<file path="src/rtl/scene_ctrl_pkg.sv">
// scene_ctrl_pkg: scene codes, FSM states, image geometry and fade helpers
package scene_ctrl_pkg;
  typedef enum logic [1:0] {SCENE_TITLE = 2'd0, SCENE_PLAY = 2'd1, SCENE_OVER = 2'd2} scene_t;
  typedef enum logic [2:0] {S_TITLE, S_PLAY, S_OVER, S_FADE_OUT, S_FADE_IN} state_t;
  localparam int DEF_IMG_W = 320;
  localparam int DEF_IMG_H = 240;
  localparam int DEF_OVER_BASE = 76800;
  function automatic state_t steady_state(input scene_t s);
    return s == SCENE_PLAY ? S_PLAY : s == SCENE_OVER ? S_OVER : S_TITLE;
  endfunction
  function automatic logic [3:0] fade_ch(input logic [3:0] ch, input logic [4:0] lvl, input int sh);
    logic [8:0] p;
    p = 9'(ch) * 9'(lvl);
    return 4'(p >> sh);
  endfunction
endpackage

</file>
<file path="src/rtl/scene_pixel_addr.sv">
// scene_pixel_addr: registered image-ROM address for the 2x-upscaled title/over images
module scene_pixel_addr
  import scene_ctrl_pkg::*;
#(
  parameter int IMG_W = DEF_IMG_W,
  parameter int IMG_H = DEF_IMG_H,
  parameter int OVER_BASE = DEF_OVER_BASE,
  parameter int ADDR_W = 18
) (
  input  logic              clk,
  input  logic              rst_n,
  input  logic [9:0]        h_cnt,
  input  logic [9:0]        v_cnt,
  input  logic              valid,
  input  scene_t            scene,
  output logic [ADDR_W-1:0] rom_addr
);
  logic [9:0] col, row;
  logic [ADDR_W-1:0] base, addr;
  logic hit;
  always_comb begin
    col = h_cnt >> 1;
    row = v_cnt >> 1;
    base = scene == SCENE_OVER ? ADDR_W'(OVER_BASE) : '0;
    addr = base + ADDR_W'(col) + ADDR_W'(IMG_W) * ADDR_W'(row);
    hit = valid && scene != SCENE_PLAY && col < 10'(IMG_W) && row < 10'(IMG_H);
  end
  always_ff @(posedge clk) begin
    if (!rst_n) rom_addr <= '0;
    else rom_addr <= hit ? addr : '0;
  end
endmodule

</file>
<file path="src/rtl/scene_ctrl.sv">
// scene_ctrl: title/play/over sequencer with image-ROM addressing and frame-stepped fade
module scene_ctrl
  import scene_ctrl_pkg::*;
#(
  parameter int IMG_W = DEF_IMG_W,
  parameter int IMG_H = DEF_IMG_H,
  parameter int OVER_BASE = DEF_OVER_BASE,
  parameter int ADDR_W = 18,
  parameter int FADE_MAX = 16
) (
  input  logic              clk,
  input  logic              rst_n,
  input  logic [9:0]        h_cnt,
  input  logic [9:0]        v_cnt,
  input  logic              valid,
  input  logic              start_req,
  input  logic              over_req,
  input  logic              restart_req,
  input  logic [11:0]       rom_data,
  input  logic [11:0]       play_data,
  output logic [ADDR_W-1:0] rom_addr,
  output logic [11:0]       vga_data,
  output logic              vga_valid,
  output logic [1:0]        scene,
  output logic              busy
);
  localparam int SH = $clog2(FADE_MAX);
  localparam logic [4:0] LVL_MAX = 5'(FADE_MAX);
  state_t state, state_nx;
  scene_t cur_scene, scene_nx, target, target_nx, scene_d1, scene_d2;
  logic pending, pending_nx, frame_tick, steady, req, valid_d1, valid_d2;
  logic [4:0] level, level_nx;
  logic [11:0] src, faded;
  scene_pixel_addr #(
    .IMG_W(IMG_W),
    .IMG_H(IMG_H),
    .OVER_BASE(OVER_BASE),
    .ADDR_W(ADDR_W)
  ) u_addr (
    .clk(clk),
    .rst_n(rst_n),
    .h_cnt(h_cnt),
    .v_cnt(v_cnt),
    .valid(valid),
    .scene(cur_scene),
    .rom_addr(rom_addr)
  );
  assign scene = cur_scene;
  assign busy = state == S_FADE_OUT || state == S_FADE_IN;
  always_comb begin
    frame_tick = h_cnt == 10'd0 && v_cnt == 10'd480;
    steady = state == S_TITLE || state == S_PLAY || state == S_OVER;
    req = steady && !pending && (state == S_TITLE ? start_req : state == S_PLAY ? over_req : restart_req);
    state_nx = state;
    scene_nx = cur_scene;
    target_nx = target;
    pending_nx = pending;
    level_nx = level;
    if (req) begin
      pending_nx = 1'b1;
      target_nx = state == S_TITLE ? SCENE_PLAY : state == S_PLAY ? SCENE_OVER : SCENE_TITLE;
    end
    if (frame_tick) begin
      if (steady && pending) begin
        state_nx = S_FADE_OUT;
        pending_nx = 1'b0;
      end else if (state == S_FADE_OUT) begin
        if (level == 5'd0) begin
          scene_nx = target;
          state_nx = S_FADE_IN;
        end else level_nx = level - 5'd1;
      end else if (state == S_FADE_IN) begin
        level_nx = level + 5'd1;
        if (level_nx == LVL_MAX) state_nx = steady_state(cur_scene);
      end
    end
  end
  always_ff @(posedge clk) begin
    if (!rst_n) begin
      state <= S_TITLE;
      cur_scene <= SCENE_TITLE;
      target <= SCENE_TITLE;
      pending <= 1'b0;
      level <= LVL_MAX;
    end else begin
      state <= state_nx;
      cur_scene <= scene_nx;
      target <= target_nx;
      pending <= pending_nx;
      level <= level_nx;
    end
  end
  // mux select trails the address path by two cycles so each pixel uses the scene it was addressed under
  always_comb begin
    src = scene_d2 == SCENE_PLAY ? play_data : rom_data;
    faded = level == LVL_MAX ? src : {fade_ch(src[11:8], level, SH), fade_ch(src[7:4], level, SH), fade_ch(src[3:0], level, SH)};
  end
  always_ff @(posedge clk) begin
    if (!rst_n) begin
      scene_d1 <= SCENE_TITLE;
      scene_d2 <= SCENE_TITLE;
      valid_d1 <= 1'b0;
      valid_d2 <= 1'b0;
      vga_valid <= 1'b0;
      vga_data <= '0;
    end else begin
      scene_d1 <= cur_scene;
      scene_d2 <= scene_d1;
      valid_d1 <= valid;
      valid_d2 <= valid_d1;
      vga_valid <= valid_d2;
      vga_data <= valid_d2 ? faded : '0;
    end
  end
endmodule

</file>
<file path="config.mk">
export PLATFORM = sky130hd
export DESIGN_NAME = scene_ctrl
export DESIGN_NICKNAME = d
export VERILOG_FILES = /design/src/rtl/scene_ctrl_pkg.sv /design/src/rtl/scene_pixel_addr.sv /design/src/rtl/scene_ctrl.sv
export SDC_FILE = /design/constraint.sdc
export NUM_CORES = 1
export LEC_CHECK = 0
export ABC_CLOCK_PERIOD_IN_PS = 4120
export CAP_MARGIN = 20
export CORE_MARGIN = 4
export CORE_UTILIZATION = 48
export CTS_CLUSTER_SIZE = 12
export DETAILED_ROUTE_END_ITERATION = 12
export MAX_ROUTING_LAYER = met4
export PLACE_DENSITY = 0.86
export SLEW_MARGIN = 20
export SYNTH_ARGS = -nofsm -noshare
export SYNTH_HDL_FRONTEND = slang
export SYNTH_SLANG_ARGS = --single-unit
</file>
<file path="constraint.sdc">
create_clock -name clk -period 4.12 [get_ports clk]
set_input_delay 0.412 -clock clk [delete_from_list [all_inputs] [get_ports clk]]
set_output_delay 0.412 -clock clk [all_outputs]
set_load 0.01 [all_outputs]
</file>
Yosys cells after proc, flatten, opt, wreduce, memory -nomap -nowiden
Cells that the tools add are included.

cells by class
  add/sub/neg operators = 4
  multipliers = 4
  order comparisons = 2
  equal/unequal tests = 13
  muxes and demuxes = 20
  bitwise operators = 1
  reduce and logical (&&, ||, !) cells = 22

operator list
  cell                  number
  $mul 4x5->8           3
  $mux 12               2
  $add 18x18->18        1
  $add 18x9->18         1
  $mux 17               1
  $mux 3                5
  $mux 5                3
  $mul 3x9->12 const A  1
  $reduce_and 4->1      3
  $eq 10x9->1 const B   1
  $eq 5x5->1 const B    2
  $logic_not 10->1      1
  $lt 9x8->1 const B    1
  $lt 9x9->1 const B    1
  $mux 2                4
  $logic_and 1x1->1     7
  $eq 3x2->1 const B    2
  $reduce_bool 3->1     2
  $add 5x1->5 const B   1
  $logic_not 5->1       1
  $mux 1                5
  $sub 5x1->5 const B   1
  $eq 2x1->1 const B    2
  $reduce_and 2->1      2
  11 further kinds      13

word-level totals
  bits in registers = 50
  output and inout bits = 34

Longest topological paths before layout
  depth in word-level cells = 8
  gate-level depth with buffers = 16

By module
Synthesis repeated with hierarchy kept, for this count alone.

second synthesis, totals
  cell total of the unflattened synthesis = 506
  area, all modules = 4326.6 sq um

by module, submodules not included
  module            times used  cells an instance  area each (sq um)
  scene_ctrl        1           372                3071.7
  scene_pixel_addr  1           134                1255.0

Least setup slack after synthesis
Ideal clock, no wire load.

  path kind = reg2reg
  start = reg scene_d2[1]
  end = reg vga_data[7]
  setup time = 122 ps
  data arrival time = 3731 ps
  data required time = 3998 ps
  path slack = 267 ps
  cell stages (with the launch flop) = 17
  period minus slack after synthesis = 3853 ps
  path through = dfxtp_1 > nand2b_1 > buf_2 > buf_2 > mux2_2 > and2_1 > fa_1 > inv_1 > fa_1 > inv_1 > ha_1 > and3_1 > a21oi_1 > o31ai_1 > o21ai_0 > nor3_1 > a311o_1

between the ends
  word-level cells in the longest chain between the ends = 4

RTL lines
  what                      line                  source
  start: declaration        scene_ctrl.sv:30      scene_t cur_scene, scene_nx, target, target_nx, scene_d1, scene_d2;
  start signal: assignment  scene_ctrl.sv:108     scene_d2 <= scene_d1;
  $eq 2x1->1 *              scene_ctrl.sv:95      src = scene_d2 == SCENE_PLAY ? play_data : rom_data;
  $mux 12 *                 scene_ctrl.sv:95
  $mul 4x5->8               scene_ctrl_pkg.sv:13  p = 9'(ch) * 9'(lvl);
  $mux 12 *                 scene_ctrl.sv:96      faded = level == LVL_MAX ? src : {fade_ch(src[11:8], level, SH), fade_ch(src[7:4], level, SH), fade_ch(src[3:0 ...
  end signal: assignment    scene_ctrl.sv:112     vga_data <= valid_d2 ? faded : '0;
  end: declaration          scene_ctrl.sv:22      output logic [11:0] vga_data,

Mark *: on every way between the ends. The rest lies on a longest branch, timed or not.
A chain may end at the register's enable or synchronous reset.

Worst setup path after layout
Ends and elaborated chain as after synthesis.

==> results.json <==
{
  "grt_usage": 0.226,
  "dp.final_hpwl_mm": 8.80,
  "cts_tree": "built",
  "syn_inst": 502,
  "crit_path_start_kind": "flip-flop",
  "ys.flop_type": "dfxtp_1",
  "ios": 84,
  "synth.yosys.seq_area_share": 0.237,
  "cts.htree.levels": 2,
  "postCtsSetupBuffers": 0,
  "finish.utilization": 0.628,
  "routed_wirelength_mm": 11.0,
  "setup_violations": 0,
  "postLayoutSetupSlackWorst_ns": 0.197,
  "worstHoldStart": "valid_d1$_SDFF_PN0_",
  "dp_worst_setup_slack_ns": 0.0267,
  "tritoncts.num_buffers": 5,
  "max-vdd-ir-drop_mv": 0.143,
  "clock-root-buffer": "clkbuf_8",
  "wire_length_of_the_first_global_routing_pass_mm": 18.5,
  "crit-reg2reg-capture": "vga_data[7]$_SDFF_PN0_",
  "initial_cell_density_of_the_core": 0.505,
  "synth_commonest_cells": "51 x ha_1, 51 x nand2_1, 50 x dfxtp_1",
  "layout-drive-gt1-share": 0.0653,
  "crit_type": "reg2reg",
  "slowest_stage": "fa_1",
  "mappedNetlistArea_um2": 4230,
  "drt_pre_antenna_iters": 4,
  "async_s_r_ff_share_synth": 0,
  "synthToLayoutAreaGrowth_pct": 24.5,
  "r2r_setup_slack_ns": 0.20,
  "yosysTopAreaCellShare": 0.237,
  "final_wtd_congestion": 0.914,
  "rr_startpoint": "scene_d2[1]$_SDFF_PN0_",
  "via_per_inst": 5.70,
  "p_total_mw": 1.03,
  "critical_path.top_delay_family": "adder cells",
  "start_point_of_the_critical_path": "scene_d2[1]$_SDFF_PN0_",
  "layout_worst_path_cycle_share": 0.952,
  "die_height_um": 102,
  "final_cell_area_um2": 5270,
  "detailed_router_s_first_iteration_violation_count": 167,
  "floorplan.die.width_um": 102,
  "static_leakage_nw": 2.21,
  "clk_pin_slew_ns": 0.10,
  "grt_remaining_overflow": 0,
  "skew_ns": 0.0137,
  "place.port_buffers": 83,
  "drc": 0,
  "power_density_nw_per_um2": 195,
  "min_period_ns": 3.92,
  "hold_viol_final": 0,
  "arrival_ns": 4.13,
  "max_slew.worst_pin.slew_ns": 0.888,
  "min-delay-path-class": "reg2reg",
  "fill_cells": 706,
  "placement_rows": 33,
  "die_ar_um2": 10400,
  "fmax_ghz": 0.255,
  "yosys_warnings": 0,
  "num-nets-final": 700,
  "data_required_critical_path_ns": 4.33,
  "grt_pass1_vias": 4060,
  "ys_types": 54,
  "post_synthesis_register_bit_count": 50,
  "ant_nets": 0,
  "setup.worst_path.end_class": "flip-flop",
  "mapped_nets": 620,
  "whs_endpoint": "valid_d2$_SDFF_PN0_",
  "critical_path_peak_fanout": 7,
  "mean_post_synth_cell_area_um2": 8.43,
  "synth_edf_count": 0,
  "wl_per_cell_um": 16.0,
  "critical_path.max_stage_delay_ns": 0.54,
  "cts_repair_resize_count": 0,
  "grt_start_max_net_pins": 24,
  "post-synth-top-area-cell": "dfxtp_1",
  "cts_num_sinks": 50,
  "hold_buffers": 0,
  "cp.buffers_inverters": 2,
  "antenna_cells_inserted": 0,
  "fin_tns_setup_ns": 0,
  "maxCapViolCount": 0,
  "timing.critical_path.cells": "nand2b_4 -> mux2_2 -> and2_1 -> fa_1 -> inv_1 -> fa_1 -> inv_1 -> ha_1 -> and3_1 -> a21oi_1 -> o31ai_1 -> o21ai_0 -> nor3_1 -> a311o_1",
  "placeableCoreArea_um2": 8380,
  "synth.top_cells.by_area": "dfxtp_1 24%, ha_1 15%, fa_1 8.0%",
  "holdPathStages": 1,
  "grt_antenna_before_repair": 0,
  "maxSlewHeadroom": 0.406,
  "detailed_place.area_um2": 5170,
  "outcome": "finished clean",
  "max-clock-path-buffers": 2,
  "routed-via-count": 3916,
  "worstSkewPairLatency_ns": 0.31,
  "worst-r2r-cell-count": 14,
  "finalMaxSlewViolations": 0
}
==> cells in the final DEF (no fill, tap or decap), types with 6 or more instances in the layout <==
cell type,Yosys,routed
nor2b_1,12,12
o21ai_0,21,21
a31oi_1,6,6
nor3_1,11,10
dfxtp_1,50,50
mux2_2,13,13
fa_1,17,17
xnor2_1,15,15
and2_1,46,46
clkdlybuf4s50_1,0,83
a21oi_1,20,20
xor2_1,8,8
nor4_1,7,7
ha_1,51,51
inv_1,27,27
nand3_1,18,18
buf_4,0,7
nor2_1,30,30
nand2_1,51,51
mux2i_1,7,7
==> layer usage <==
layer	up-vias	routed length [µm]	track usage	part of all wire
met3	10	701	0.0334	0.064
met4	0	100	0.0716	0.0091
met1	1857	4740	0.267	0.43
met2	148	5470	0.396	0.50
met5	-	0	-	0
li1	1901	-	-	-
==> layout make-up <==
class / count / area (µm²) / share of cell area
Clock buffer: 6 / 72.6 / 0.0138
Multi-Input combinational cell: 407 / 3070 / 0.582
Tap cell: 105 / 131 / 0.0249
Timing Repair Buffer: 90 / 883 / 0.168
Sequential cell: 50 / 1000 / 0.190
Clock inverter: 1 / 7.51 / 0.00143
Inverter: 28 / 105 / 0.0200
==> sequential cells by signal, indices dropped and copies added (netlist names) <==
name,count
u_addr.rom_addr,18
vga_data,12
level,5
state,3
scene,2
scene_d1,2
scene_d2,2
target,2
pending,1
valid_d1,1
valid_d2,1
vga_valid,1
==> per-stage QoR <==
step | instances | hold WS [ns]
after global routing | 687 | 0.432
after global placement | 680 | 0.419
after floorplan | 502 | 0.412
after detailed placement | 680 | 0.418
final | 687 | 0.422
after CTS | 687 | 0.430
==> report_power, final <==
part	internal [mW]	total [mW]	switching, mW	leakage, nW
Combinational	0.127	0.251	0.125	1.77
Sequential	0.493	0.496	0.00330	0.405
Clock	0.117	0.280	0.163	0.0373
Total	0.736	1.03	0.291	2.21
==> worst register-to-register path: stages (launching register included) <==
cell	delay (ns)
dfxtp_1	0.36
nand2b_4	0.19
mux2_2	0.42
and2_1	0.20
fa_1	0.53
inv_1	0.06
fa_1	0.54
inv_1	0.04
ha_1	0.35
and3_1	0.22
a21oi_1	0.13
o31ai_1	0.13
o21ai_0	0.25
nor3_1	0.09
a311o_1	0.32
==> cell families after synthesis <==
kind of cell,synth area share
simple gates,0.264
compound gates,0.128
fa+ha+maj,0.231
flops,0.237
buf+inv,0.0417
xor+xnor,0.0476
mux,0.0512
==> worst max-delay path by stage <==
stage,end,slack (ns),depth (start not counted)
2_1_floorplan,vga_data[7]$_SDFF_PN0_,0.27,16
3_3_place_gp,vga_data[7]$_SDFF_PN0_,0.20,14
3_5_place_dp,vga_data[7]$_SDFF_PN0_,0.03,14
4_1_cts,vga_data[11]$_SDFF_PN0_,0.05,15
5_1_grt,vga_data[11]$_SDFF_PN0_,-0.006,15
6_report,vga_data[7]$_SDFF_PN0_,0.20,14
(Power assumes the default switching activity.)
